File: src/rtl/fphub_seq_multiplier_if.sv
// Issue/result bus of the HUB sequential multiplier.
// The operand layout and the start/finish/computing handshake are the same as
// the HUB SRT divider's, so FPU control can drive either unit.
interface fphub_seq_multiplier_if #(
   parameter int M = 23,
   parameter int E = 8
);
   localparam int W = M + E + 1;

   logic         start;
   logic [W-1:0] x;
   logic [W-1:0] y;
   logic [W-1:0] res;
   logic         finish;
   logic         computing;
   logic         special_case_detected;

   modport master (
      output start, x, y,
      input  res, finish, computing, special_case_detected
   );

   modport slave (
      input  start, x, y,
      output res, finish, computing, special_case_detected
   );
endinterface

File: src/rtl/fphub_seq_multiplier.sv
// HUB floating-point multiplier, sequential shift-and-add.
// Zero, infinity and exact +/-1 operands are resolved in one cycle. All other
// operands iterate one multiplier bit per cycle and then spend one cycle
// normalising. Normalisation truncates, which is round-to-nearest in HUB.
// Optional macro FPHUB_MUL_RADIX4_EN: consume two multiplier bits per cycle
// using 0/X/2X/3X addends. Results are bit-identical to the radix-2 build.
module fphub_seq_multiplier #(
   parameter int M = 23,
   parameter int E = 8
) (
   input  logic                   clk,
   input  logic                   rst_l,
   fphub_seq_multiplier_if.slave  bus
);
   localparam int T        = M + E;
   localparam int EXP_BIAS = (1 << (E - 1)) - 1;
   localparam int NITER    = M + 2;
`ifdef FPHUB_MUL_RADIX4_EN
   localparam int SH       = 2;
`else
   localparam int SH       = 1;
`endif
   localparam int K        = (NITER + SH - 1) / SH;  // iterations
   localparam int MW       = SH * K;                 // multiplier, zero-padded
   localparam int ACCW     = MW + NITER;
   localparam int AW       = NITER + SH;             // addend width
   localparam int CW       = $clog2(K + 1);
   localparam logic signed [E+1:0] EXP_MAX = (E+2)'((1 << E) - 1);

   typedef enum logic [1:0] {IDLE, MUL, NORM} state_t;

   state_t                state_q, state_d;
   logic [T:0]            res_q, res_d;
   logic                  finish_q, finish_d;
   logic                  computing_q, computing_d;
   logic                  sign_q, sign_d;
   logic signed [E+1:0]   exp_q, exp_d;
   logic [NITER-1:0]      mcand_q, mcand_d;
   logic [MW-1:0]         mplier_q, mplier_d;
   logic [ACCW-1:0]       acc_q, acc_d;
   logic [CW-1:0]         cnt_q, cnt_d;
`ifdef FPHUB_MUL_RADIX4_EN
   logic [AW-1:0]         m3_q, m3_d;
`endif

   // Operand classification and the single-cycle special result
   logic [E-1:0]     ex, ey;
   logic             x_zero, x_inf, x_one, y_zero, y_inf, y_one, special;
   logic             s_in;
   logic [T:0]       spec_res;
   logic [NITER-1:0] sig_x, sig_y;

   assign ex     = bus.x[T-1:M];
   assign ey     = bus.y[T-1:M];
   assign x_zero = (ex == '0);
   assign x_inf  = (ex == '1);
   assign x_one  = (ex == E'(EXP_BIAS)) && (bus.x[M-1:0] == '0);
   assign y_zero = (ey == '0);
   assign y_inf  = (ey == '1);
   assign y_one  = (ey == E'(EXP_BIAS)) && (bus.y[M-1:0] == '0);
   assign special = x_zero | x_inf | x_one | y_zero | y_inf | y_one;
   assign s_in   = bus.x[T] ^ bus.y[T];
   assign sig_x  = {1'b1, bus.x[M-1:0], 1'b1};
   assign sig_y  = {1'b1, bus.y[M-1:0], 1'b1};

   assign bus.special_case_detected = bus.start & special;
   assign bus.res       = res_q;
   assign bus.finish    = finish_q;
   assign bus.computing = computing_q;

   // Special-result priority: zero*inf, inf*any, zero*any, one*v
   always_comb begin
      spec_res = {s_in, bus.x[T-1:0]};
      if ((x_zero & y_inf) | (x_inf & y_zero)) spec_res = {s_in, {T{1'b1}}};
      else if (x_inf | y_inf)                  spec_res = {s_in, {T{1'b1}}};
      else if (x_zero | y_zero)                spec_res = {s_in, {T{1'b0}}};
      else if (x_one)                          spec_res = {s_in, bus.y[T-1:0]};
      else                                     spec_res = {s_in, bus.x[T-1:0]};
   end

   logic [AW-1:0]        addend;
   logic [ACCW+SH-1:0]   sum;
   logic [2*NITER-1:0]   prod;
   logic signed [E+1:0]  exp_n;
   logic [M-1:0]         man_n;

   // Next-state and datapath: issue in IDLE, iterate in MUL, round/pack in NORM
   always_comb begin
      state_d     = state_q;
      res_d       = res_q;
      finish_d    = 1'b0;
      computing_d = computing_q;
      sign_d      = sign_q;
      exp_d       = exp_q;
      mcand_d     = mcand_q;
      mplier_d    = mplier_q;
      acc_d       = acc_q;
      cnt_d       = cnt_q;
`ifdef FPHUB_MUL_RADIX4_EN
      m3_d        = m3_q;
      case (mplier_q[1:0])
         2'd1:    addend = AW'(mcand_q);
         2'd2:    addend = AW'({mcand_q, 1'b0});
         2'd3:    addend = m3_q;
         default: addend = '0;
      endcase
`else
      addend      = mplier_q[0] ? AW'(mcand_q) : '0;
`endif
      // Adding the digit into the upper half, then shifting, keeps the carry
      sum   = {{SH{1'b0}}, acc_q} + {addend, {MW{1'b0}}};
      prod  = acc_q[2*NITER-1:0];
      exp_n = exp_q;
      man_n = prod[2*NITER-3 -: M];
      if (prod[2*NITER-1]) begin
         exp_n = exp_q + (E+2)'(1);
         man_n = prod[2*NITER-2 -: M];
      end

      case (state_q)
         IDLE: begin
            if (bus.start) begin
               if (special) begin
                  res_d    = spec_res;
                  finish_d = 1'b1;
               end else begin
                  sign_d      = s_in;
                  mcand_d     = sig_x;
                  mplier_d    = MW'(sig_y);
                  exp_d       = $signed({2'b00, ex}) + $signed({2'b00, ey})
                                - $signed((E+2)'(EXP_BIAS));
                  acc_d       = '0;
                  cnt_d       = '0;
                  computing_d = 1'b1;
                  state_d     = MUL;
`ifdef FPHUB_MUL_RADIX4_EN
                  m3_d        = {1'b0, sig_x, 1'b0} + {2'b00, sig_x};
`endif
               end
            end
         end
         MUL: begin
            acc_d    = sum[ACCW+SH-1:SH];
            mplier_d = mplier_q >> SH;
            cnt_d    = cnt_q + CW'(1);
            if (cnt_q == CW'(K - 1)) begin
               state_d     = NORM;
               computing_d = 1'b0;
            end
         end
         NORM: begin
            if (exp_n >= EXP_MAX)                res_d = {sign_q, {T{1'b1}}};
            else if (exp_n[E+1] || exp_n == '0)  res_d = {sign_q, {T{1'b0}}};
            else                                 res_d = {sign_q, exp_n[E-1:0], man_n};
            finish_d = 1'b1;
            state_d  = IDLE;
         end
         default: state_d = IDLE;
      endcase
   end

   // State and datapath registers, asynchronous active-low reset
   always_ff @(posedge clk or negedge rst_l) begin
      if (!rst_l) begin
         state_q     <= IDLE;
         res_q       <= '0;
         finish_q    <= 1'b0;
         computing_q <= 1'b0;
         sign_q      <= 1'b0;
         exp_q       <= '0;
         mcand_q     <= '0;
         mplier_q    <= '0;
         acc_q       <= '0;
         cnt_q       <= '0;
`ifdef FPHUB_MUL_RADIX4_EN
         m3_q        <= '0;
`endif
      end else begin
         state_q     <= state_d;
         res_q       <= res_d;
         finish_q    <= finish_d;
         computing_q <= computing_d;
         sign_q      <= sign_d;
         exp_q       <= exp_d;
         mcand_q     <= mcand_d;
         mplier_q    <= mplier_d;
         acc_q       <= acc_d;
         cnt_q       <= cnt_d;
`ifdef FPHUB_MUL_RADIX4_EN
         m3_q        <= m3_d;
`endif
      end
   end
endmodule

File: src/flat_wrapper.sv
// flat-port wrapper written by rule: the top's interface ports become plain ports
module fphub_seq_multiplier_flat 
#(
   parameter int M = 23,
   parameter int E = 8
)
  (clk, rst_l, bus_start, bus_x, bus_y, bus_res, bus_finish, bus_computing, bus_special_case_detected);
  fphub_seq_multiplier_if #(.M(M), .E(E)) bus_i ();
  input  logic clk;
  input  logic rst_l;
  input wire logic [$bits(bus_i.start)-1:0] bus_start;
  input wire logic [$bits(bus_i.x)-1:0] bus_x;
  input wire logic [$bits(bus_i.y)-1:0] bus_y;
  output wire logic [$bits(bus_i.res)-1:0] bus_res;
  output wire logic [$bits(bus_i.finish)-1:0] bus_finish;
  output wire logic [$bits(bus_i.computing)-1:0] bus_computing;
  output wire logic [$bits(bus_i.special_case_detected)-1:0] bus_special_case_detected;
  assign bus_i.start = bus_start;
  assign bus_i.x = bus_x;
  assign bus_i.y = bus_y;
  assign bus_res = bus_i.res;
  assign bus_finish = bus_i.finish;
  assign bus_computing = bus_i.computing;
  assign bus_special_case_detected = bus_i.special_case_detected;
  fphub_seq_multiplier #(.M(M), .E(E)) u_core (.clk(clk), .rst_l(rst_l), .bus(bus_i));
endmodule
File: config.mk
export PLATFORM = sky130hd
export DESIGN_NAME = fphub_seq_multiplier_flat
export DESIGN_NICKNAME = d
export VERILOG_FILES = /design/src/rtl/fphub_seq_multiplier_if.sv /design/src/rtl/fphub_seq_multiplier.sv /design/src/flat_wrapper.sv
export SDC_FILE = /design/constraint.sdc
export NUM_CORES = 1
export LEC_CHECK = 0
export CORE_MARGIN = 4
export CORE_UTILIZATION = 50
export DETAILED_ROUTE_END_ITERATION = 10
export HOLD_SLACK_MARGIN = 0.02
export PLACE_DENSITY = 0.75
export RECOVER_POWER = 25
export SYNTH_ARGS = -nofsm -noshare
export SYNTH_HDL_FRONTEND = slang
export SYNTH_SLANG_ARGS = --single-unit
export TNS_END_PERCENT = 5
File: constraint.sdc
create_clock -name clk -period 3.8 [get_ports clk]
set_clock_uncertainty 0.15 [all_clocks]
set_input_delay 0.57 -clock clk [delete_from_list [all_inputs] [get_ports clk]]
set_output_delay 0.57 -clock clk [all_outputs]
set_load 0.005 [all_outputs]
Yosys cells after proc, flatten, opt, wreduce, memory -nomap -nowiden. Index checks and enable logic that the tools add are counted.

$add $sub $neg: 5. Magnitude comparators: 1. Equal/unequal tests: 11. Mux-type cells: 32. Bitwise operators: 13. Reduce and logical (&&, ||, !) cells: 16.

Operators by type and width (number): 2-to-1 mux 31 bit (6); 2-to-1 mux 50 bit (2); case mux 50 bit (2 select lines) (1); 2-to-1 mux 25 bit (3); 2-to-1 mux 32 bit (2); case mux 32 bit (2 select lines) (1); adder 50 x 51 -> 51 bit (1); case mux 25 bit (2 select lines) (1); zero test 23 bit (2); 2-to-1 mux 23 bit (1); == test 8 x 7 -> 1 bit (second input constant) (2); == test 8 bit (second input constant) (2); zero test 8 bit (2); AND reduction 3 bit (4); adder 10 x 2 -> 10 bit (second input constant) (1); greater-or-equal comparator 10 x 9 -> 1 bit (second input constant) (1); zero test 10 bit (1); 2-to-1 mux 10 bit (1); 2-to-1 mux 5 bit (2); case mux 5 bit (2 select lines) (1); subtractor 10 x 8 -> 10 bit (second input constant) (1); adder 8 x 8 -> 9 bit (1); bitwise OR 1 bit (8); 2-to-1 mux 2 bit (3); 17 further kinds (28).

Flip-flop bits (word level): 152. Input port bits: 67. Output and inout port bits: 35. Logic and storage cells: 88.

Logic depth before layout (Yosys ltp). Gate-level depths: netlist of run 1.

Depth after elaboration: 9. Gate-level depth with buffers: 12. Mapped depth without buffers: 11.

Least setup slack after synthesis of run 1. OpenSTA, ideal clock, no wires.

Path kind: register to register. Start point: reg u_core.mplier_q[0]. End point: reg u_core.acc_q[47]. Arrival: 2.718 ns. Data required time: 3.519 ns. Path slack: 0.801 ns. Cell stages (with the launch flop): 13. Cells stage by stage: dfrtp_1 clkbuf_1 nand2_1 inv_1 ha_1 a41oi_1 a22oi_1 a211oi_2 o21ai_1 a211o_1 a21oi_1 nor3_1 or3_1.

Longest elaborated chain between the ends: 3.

Ends and longest elaborated chain: from (decl) (RTL line fphub_seq_multiplier.sv:39) `logic [MW-1:0] mplier_q, mplier_d;`; from (signal assigned) (RTL line fphub_seq_multiplier.sv:186) `mplier_q <= mplier_d;`; 2-to-1 mux 25 bit (RTL line fphub_seq_multiplier.sv:108) `addend = mplier_q[0] ? AW'(mcand_q) : '0;`; adder 50 x 51 -> 51 bit (RTL line fphub_seq_multiplier.sv:111) `sum = {{SH{1'b0}}, acc_q} + {addend, {MW{1'b0}}};`; case mux 50 bit (2 select lines) (RTL line fphub_seq_multiplier.sv:120) `case (state_q)`; to (signal assigned) (RTL line fphub_seq_multiplier.sv:173) `acc_q <= '0;`; to (signal assigned) (RTL line fphub_seq_multiplier.sv:187) `acc_q <= acc_d;`; to (decl) (RTL line fphub_seq_multiplier.sv:40) `logic [ACCW-1:0] acc_q, acc_d;`.

No other way between the ends. A chain may end at the register's enable or synchronous reset.

Worst setup path in the final report of run 1.
Start point: in bus_x[0]. End point: out bus_special_case_detected.

Longest elaborated chain between the ends: 7.

Ends and longest elaborated chain: from (decl) (RTL line flat_wrapper.sv:12) `input wire logic [$bits(bus_i.x)-1:0] bus_x;`; zero test 23 bit (RTL line fphub_seq_multiplier.sv:57) `assign x_one = (ex == E'(EXP_BIAS)) && (bus.x[M-1:0] == '0);`; logical AND 1 bit (RTL line fphub_seq_multiplier.sv:57); bitwise OR 1 bit (4 in series) (RTL line fphub_seq_multiplier.sv:61) `assign special = x_zero | x_inf | x_one | y_zero | y_inf | y_one;`; bitwise AND 1 bit (RTL line fphub_seq_multiplier.sv:66) `assign bus.special_case_detected = bus.start & special;`; to (decl) (RTL line flat_wrapper.sv:17) `output wire logic [$bits(bus_i.special_case_detected)-1:0] bus_special_case_detected;`.

No other way between the ends.

==> metrics.txt, run 1 <==
WP data arrival=2.92 ns; Synth Area per Inst=8.94 sq um; Ports=102; fin. max-slew vios=49; H-tree depth=4; Synth Cell Area=0.00798 sq mm; Leak=4.30 nW; syn_nets=998; highest net fanout along the worst path=3; Syn Inst Count=893; Synth Area in Simple Gates=17.0%; Layout fillers=1332; 1st-iter DRT viols=560; CP Capture Type=primary output; global route hottest layer=met2; largest family of logic cells by synthesized area=compound AO/OA/AOI/OAI gates; Clock Power Share=22.6%; die height=134 um; met3 Usage GRT=5.48%; DR vias/cell=5.88; CP Data Required Time=3.08 ns; post-route ant nets=0; pwr/cell area=723 mW/mm^2; Area Growth Syn to Fin=24.5%; VDD IR max=0.478 mV; hold crit path type=flip-flop to flip-flop; Critical Path, Cell by Cell=clkdlybuf4s50_1, nor4_1, buf_4, nand4_1, and4b_1, or4_4, nand2_1, inv_1, clkdlybuf4s50_1; Post-CTS Hold Buffers=0; root buffer cell=clkbuf_16; Rows=45; routed len/inst=19.0 um; input/output buffers=101; Core ar.=0.0154 sq mm; flops & latches, synth=126; initial core utilization=51.7%; postcts setup bufs=0; CTS tree=done; Final Hold Vio Count=0; crit start category=input pin; ranking of synthesized cells by area=dfrtp_1 40%, o21ai_0 7.1%, mux2i_1 5.8%; post-synthesis compound-gate area fraction=20.0%; GR Overflow Total=0; Yosys top cell area share=39.5%; TritonCTS Buffers=17; final period utilization=95.8%; gr usage total=26.1%; most frequent cell after synthesis=dfrtp_1; multi-input logic area=0.00455 sq mm; top cells by count, synth=126 x dfrtp_1, 118 x nand2_1, 114 x o21ai_0; total routed wirelength=23300 um; top cell type by total area after synthesis=dfrtp_1; combinational share of power=43.5%; Resized cells post-CTS=0; GP Congestion=0.913; Sequential Power Share=33.9%; Synth Area in XOR/XNOR=4.39%; Cell Int Power=4.41 mW; DIE AREA=0.0180 sq mm; Min Hold Slack=0.341 ns; register area share after synthesis=39.5%; residual DRC count=0; largest net degree at the start of global routing=79; Setup-failing EPs final=0; grt met2 use=42.6%; Worst-Margin Slew=2.77 ns; slowest CP cell=or4_4; clk buf depth=2; Post-synth EDFFs=0; switching share of power=38.6%; first-pass GRT wire length=37000 um; # diodes=0; failing checks=max-capacitance violations, max-slew violations; detailed placement HPWL=17200 um; most frequent CP cell=clkdlybuf4s50_1; Max Freq=275 MHz; drt pass-1 iters=5; Max Cap Viol=1; max incr delay on CP=0.58 ns; crit path buf inv count=4; unrepaired setup endpoints after global routing=false; clock-pin slew on the worst setup and hold paths=0.06 ns; Slew HR=-84.8%; Layout Nets=1104; via count=7189; Synth Area in Adders=6.15%; clock latency on the worst-skew pair=0.42 ns; status=complete, but fails checks; P_sw=2.77 mW; number of global-route vias before repair=7032; share of cells above drive strength 1=9.88%; predominant post-synthesis flop cell=dfrtp_1; die width=134 um; min Tclk post-route=3.64 ns; Setup CP Type=input pin to primary output; Storage cell area=0.00315 sq mm; Worst path top cell family by delay=simple AND/OR/NAND/NOR gates; Sink Count=126; Netlist cell types=62; Ys Warns=0; antenna violations before repair=0; post-synthesis mux area share=9.30%; Tot Pwr=7.18 mW; Async SR Flop Fraction=100%; GR met1 Demand/Resource=34.8%; Setup TNS Final=0 ns
through the flow:
stage | cell area (sq um) | cells | worst slack (ns) | utilization (%)
finish | 9940 | 1223 | 0.160 | 64.4
global route | 9940 | 1223 | 0.0956 | 64.4
detailed placement | 9350 | 1191 | 0.131 | 60.6
global placement | 9350 | 1191 | 0.201 | 60.6
CTS | 9940 | 1223 | 0.166 | 64.4
floorplan | 7980 | 893 | 0.801 | -
cell families after synthesis:
group | Yosys count
adders and majority gates | 38
xor gates and xnor gates | 40
muxes | 71
buffers and inverters | 72
DFF | 126
and+or+nand+nor | 274
AOI/OAI and AO/OA | 272
layout by cell type (no fill, tap or decap), types with 6 or more instances in the layout:
cell / synthesis / routed
ha_1: 36 / 36
clkbuf_16: 0 / 17
and3_1: 10 / 10
nand4_1: 9 / 9
buf_4: 4 / 30
mux2i_1: 46 / 46
a31oi_1: 6 / 6
xor2_1: 17 / 17
o211ai_1: 8 / 8
nand3_1: 14 / 14
o21ai_1: 19 / 19
dfrtp_1: 126 / 126
xnor2_1: 23 / 23
and2_1: 29 / 29
nor3_1: 6 / 6
a21o_1: 8 / 7
o22ai_1: 9 / 9
nor4_1: 17 / 17
a22o_1: 9 / 9
a21oi_1: 61 / 61
nand2_1: 118 / 118
clkinvlp_4: 0 / 6
inv_1: 25 / 25
nor2_1: 36 / 36
clkdlybuf4s50_1: 0 / 100
mux2_2: 25 / 25
o21ai_0: 114 / 114
sequential cells by signal, summed over array words and instances, names as in the netlist:
name / flops
u_core.mcand_q: 24
u_core.state_q: 2
u_core.bus.computing: 1
u_core.bus.finish: 1
u_core.cnt_q: 5
u_core.mplier_q: 25
u_core.exp_q: 10
u_core.bus.res: 32
u_core.sign_q: 1
u_core.acc_q: 25
area by class of cell:
| class | instances | area share [%] |
|---|---|---|
| clock inverter | 15 | 1.64 |
| inverter | 25 | 0.944 |
| tap | 211 | 2.66 |
| multi-input combinational | 695 | 45.8 |
| clock buffer | 17 | 4.28 |
| sequential | 126 | 31.7 |
| timing repair buffer | 134 | 13.0 |
worst register-to-register path, delay by kind of cell, from the launching register on:
family          cells  cell delay (ns)
flops               1             0.54
compound gates      4             0.93
fa+ha+maj           1             0.32
simple gates        5             1.41
power by group through the flow:
stage / clock [mW] / sequential (mW) / combinational (mW)
final: 1.62 / 2.43 / 3.13
after floorplan: 0 / 2.26 / 2.21
after global routing: 1.70 / 2.51 / 3.49
after detailed placement: 0 / 2.43 / 3.09
after CTS: 1.64 / 2.42 / 3.12
after global placement: 0 / 2.41 / 3.01
worst paths after layout:
| path | startpoint | slack [ns] | cells after the start | end |
|---|---|---|---|---|
| min | u_core.mplier_q[24] | 0.34 | 2 | u_core.mplier_q[23] |
| min reg2reg | u_core.mplier_q[24] | 0.34 | 2 | u_core.mplier_q[23] |
| min in group asynchronous | rst_l | 0.87 | 1 | u_core.mplier_q[20] |
| max reg2reg | u_core.mplier_q[0] | 0.39 | 10 | u_core.acc_q[42] |
| max in group asynchronous | rst_l | 1.04 | 1 | u_core.exp_q[5] |
| max | bus_x[0] | 0.16 | 9 | bus_special_case_detected |
metal layers:
metal	vias to the layer above	share of wire, %
met5	-	0
met4	0	2.4
met3	38	6.1
met2	235	48
met1	3483	43
li1	3433	-
Power figures use the tool's default switching activity.
==> inputs of run 2 (changes only) <==
Settings changed: CORE_UTILIZATION 50 to 55, PLACE_DENSITY 0.75 to 0.81.
==> metrics.txt, run 2 (synthesis results as in run 1) <==
Leak=4.31 nW (was 4.30 nW); Worst-Margin Slew=2.44 ns (was 2.77 ns); final std cells w/o fill=1188 (was 1223); failing checks=max-capacitance violations, max-slew violations (unchanged); slowest CP cell=or4_4 (unchanged); pwr/cell area=729 mW/mm^2 (was 723 mW/mm^2); hold crit path type=flip-flop to flip-flop (unchanged); 1st-iter DRT viols=588 (was 560); Cell Int Power=4.43 mW (was 4.41 mW); detailed placement HPWL=16900 um (was 17200 um); Ports=102 (unchanged); GP Congestion=0.922 (was 0.913); max incr delay on CP=0.59 ns (was 0.58 ns); highest net fanout along the worst path=3 (unchanged); residual DRC count=0 (unchanged); Worst path top cell family by delay=buffers and inverters (was simple AND/OR/NAND/NOR gates); initial core utilization=56.8% (was 51.7%); Rows=43 (was 45); multi-input logic area=0.00455 sq mm (unchanged); status=complete, but fails checks (unchanged); VDD IR max=0.412 mV (was 0.478 mV); Largest register FFs=32 (unchanged); antenna violations before repair=0 (unchanged); Slew HR=-62.9% (was -84.8%); Storage cell area=0.00315 sq mm (about the same); P_sw=2.78 mW (was 2.77 mW); Final Hold Vio Count=0 (unchanged); Max Cap Viol=1 (unchanged); input/output buffers=101 (unchanged); post-route ant nets=0 (unchanged); min-delay src=u_core.bus.res[10] (was u_core.mplier_q[24]); Max Freq=273 MHz (was 275 MHz); total routed wirelength=23100 um (was 23300 um); WP data arrival=2.95 ns (was 2.92 ns); via count=7347 (was 7189); die height=128 um (was 134 um); postcts setup bufs=0 (unchanged); TritonCTS Buffers=17 (unchanged); H-tree depth=4 (unchanged); Layout Nets=1100 (was 1104); Tot Pwr=7.21 mW (was 7.18 mW); routed len/inst=19.5 um (was 19.0 um); Setup CP Type=input pin to primary output (unchanged); combinational share of power=43.6% (was 43.5%); share of cells above drive strength 1=9.52% (was 9.88%); switching share of power=38.5% (was 38.6%); Layout fillers=1093 (was 1332); first-pass GRT wire length=37000 um (about the same); gr usage total=28.7% (was 26.1%); clock-pin slew on the worst setup and hold paths=0.06 ns (about the same); Clock Power Share=22.8% (was 22.6%); DIE AREA=0.0165 sq mm (was 0.0180 sq mm); CTS tree=done (unchanged); drt pass-1 iters=7 (was 5); crit path buf inv count=4 (unchanged); CP Capture Type=primary output (unchanged); Worst Setup SP=bus_x[1] (was bus_x[0]); commonest non-fill, non-tap cell in the layout=dfrtp_1 (unchanged); fin. max-slew vios=42 (was 49); crit start category=input pin (unchanged); DR vias/cell=6.18 (was 5.88); min Tclk post-route=3.67 ns (was 3.64 ns); dpl ws=0.146 ns (was 0.131 ns); clk buf depth=2 (unchanged); GR Overflow Total=0 (unchanged); Cell Count Post-Placement=1155 (was 1191); FF-to-FF Start=u_core.mplier_q[0] (unchanged); Core ar.=0.0140 sq mm (was 0.0154 sq mm); unrepaired setup endpoints after global routing=false (unchanged); CP Data Required Time=3.08 ns (about the same); clock latency on the worst-skew pair=0.42 ns (about the same); setup slack after layout=0.133 ns (was 0.160 ns); largest net degree at the start of global routing=86 (was 79); Setup TNS Final=0 ns (unchanged); most frequent CP cell=clkdlybuf4s50_1 (unchanged); Sink Count=126 (unchanged); Setup-failing EPs final=0 (unchanged); Sequential Power Share=33.7% (was 33.9%); Critical Path, Cell by Cell=clkdlybuf4s50_1, nor4_1, buf_4, nand4_1, and4b_1, or4_4, nand2_1, inv_1, clkdlybuf4s50_1 (unchanged); number of global-route vias before repair=6994 (was 7032); root buffer cell=clkbuf_16 (unchanged); die width=128 um (was 134 um); Area Growth Syn to Fin=24.0% (was 24.5%); final period utilization=96.5% (was 95.8%); most frequent cells in the layout=125 x dfrtp_1, 118 x nand2_1, 114 x o21ai_0 (was 126 x dfrtp_1, 118 x nand2_1, 114 x o21ai_0); # diodes=0 (unchanged)
[run 2: cell count changes in the layout (fill, tap and decap cells not counted)]
cell and delta:
buf_12 +1, clkinvlp_4 -4, dfrtp_2 +1, clkbuf_8 +1
dlygate4sd3_1 +1, clkinv_4 +4, dfrtp_1 -1, inv_6 -1
buf_4 -6
[run 2: final timing paths]
check / to / slack (ns) / cells past startpoint
worst max-delay path: bus_special_case_detected / 0.13 / 9
worst min-delay path: u_core.bus.res[10] / 0.33 / 2
worst max register to register: u_core.acc_q[42] / 0.45 / 10
worst min register to register: u_core.bus.res[10] / 0.33 / 2
max in group asynchronous: u_core.mcand_q[8] / 0.82 / 2
min in group asynchronous: u_core.mplier_q[16] / 1.27 / 2
[run 2: what timing repair did]
action | 4_1_cts | 5_1_grt
hold buffers | 1 | 0
endpoints found under the hold margin | 41 | 0
gates resized for setup | 0 | 1
setup endpoints to repair | 0 | 1
[run 2: layout make-up]
| class | count | area share (%) |
|---|---|---|
| inverters | 25 | 0.949 |
| clock buffers | 18 | 4.44 |
| well taps | 180 | 2.28 |
| repair buffers | 130 | 12.9 |
| flip-flops and latches | 126 | 31.9 |
| clock inverters | 14 | 1.61 |
| multi-input cells | 695 | 46.0 |
[run 2: tightest hold or removal path, cell delays in order, from the launching register on]
cell and delay, ns:
dfrtp_1 0.34, nand2_1 0.04, o21ai_0 0.06
[run 2: power by group through the flow]
stage          clock network (mW)  registers, mW  logic, mW
2_1_floorplan                   0           2.26       2.21
3_3_place_gp                    0           2.41       3.00
3_5_place_dp                    0           2.43       3.08
4_1_cts                      1.66           2.41       3.13
5_1_grt                      1.72           2.49       3.49
6_report                     1.64           2.43       3.14
[run 2: per-stage QoR]
step | utilization, % | area, sq um | hold slack (ns)
after floorplan | - | 7980 | 0.124
after global placement | 66.1 | 9290 | 0.303
after detailed placement | 66.1 | 9290 | 0.319
after CTS | 70.5 | 9900 | 0.334
after global routing | 70.5 | 9890 | 0.359
final | 70.5 | 9890 | 0.326
[run 2: layer usage]
metal / GRT usage (%) / part of all wire, % / routed length [um] / vias to the layer above
li1: - / - / - / 3431
met1: 37.8 / 42 / 9630 / 3531
met2: 46.4 / 48 / 11100 / 329
met3: 5.94 / 7.5 / 1730 / 56
met4: 11.5 / 2.9 / 670 / 0
met5: 0 / 0 / 0 / -
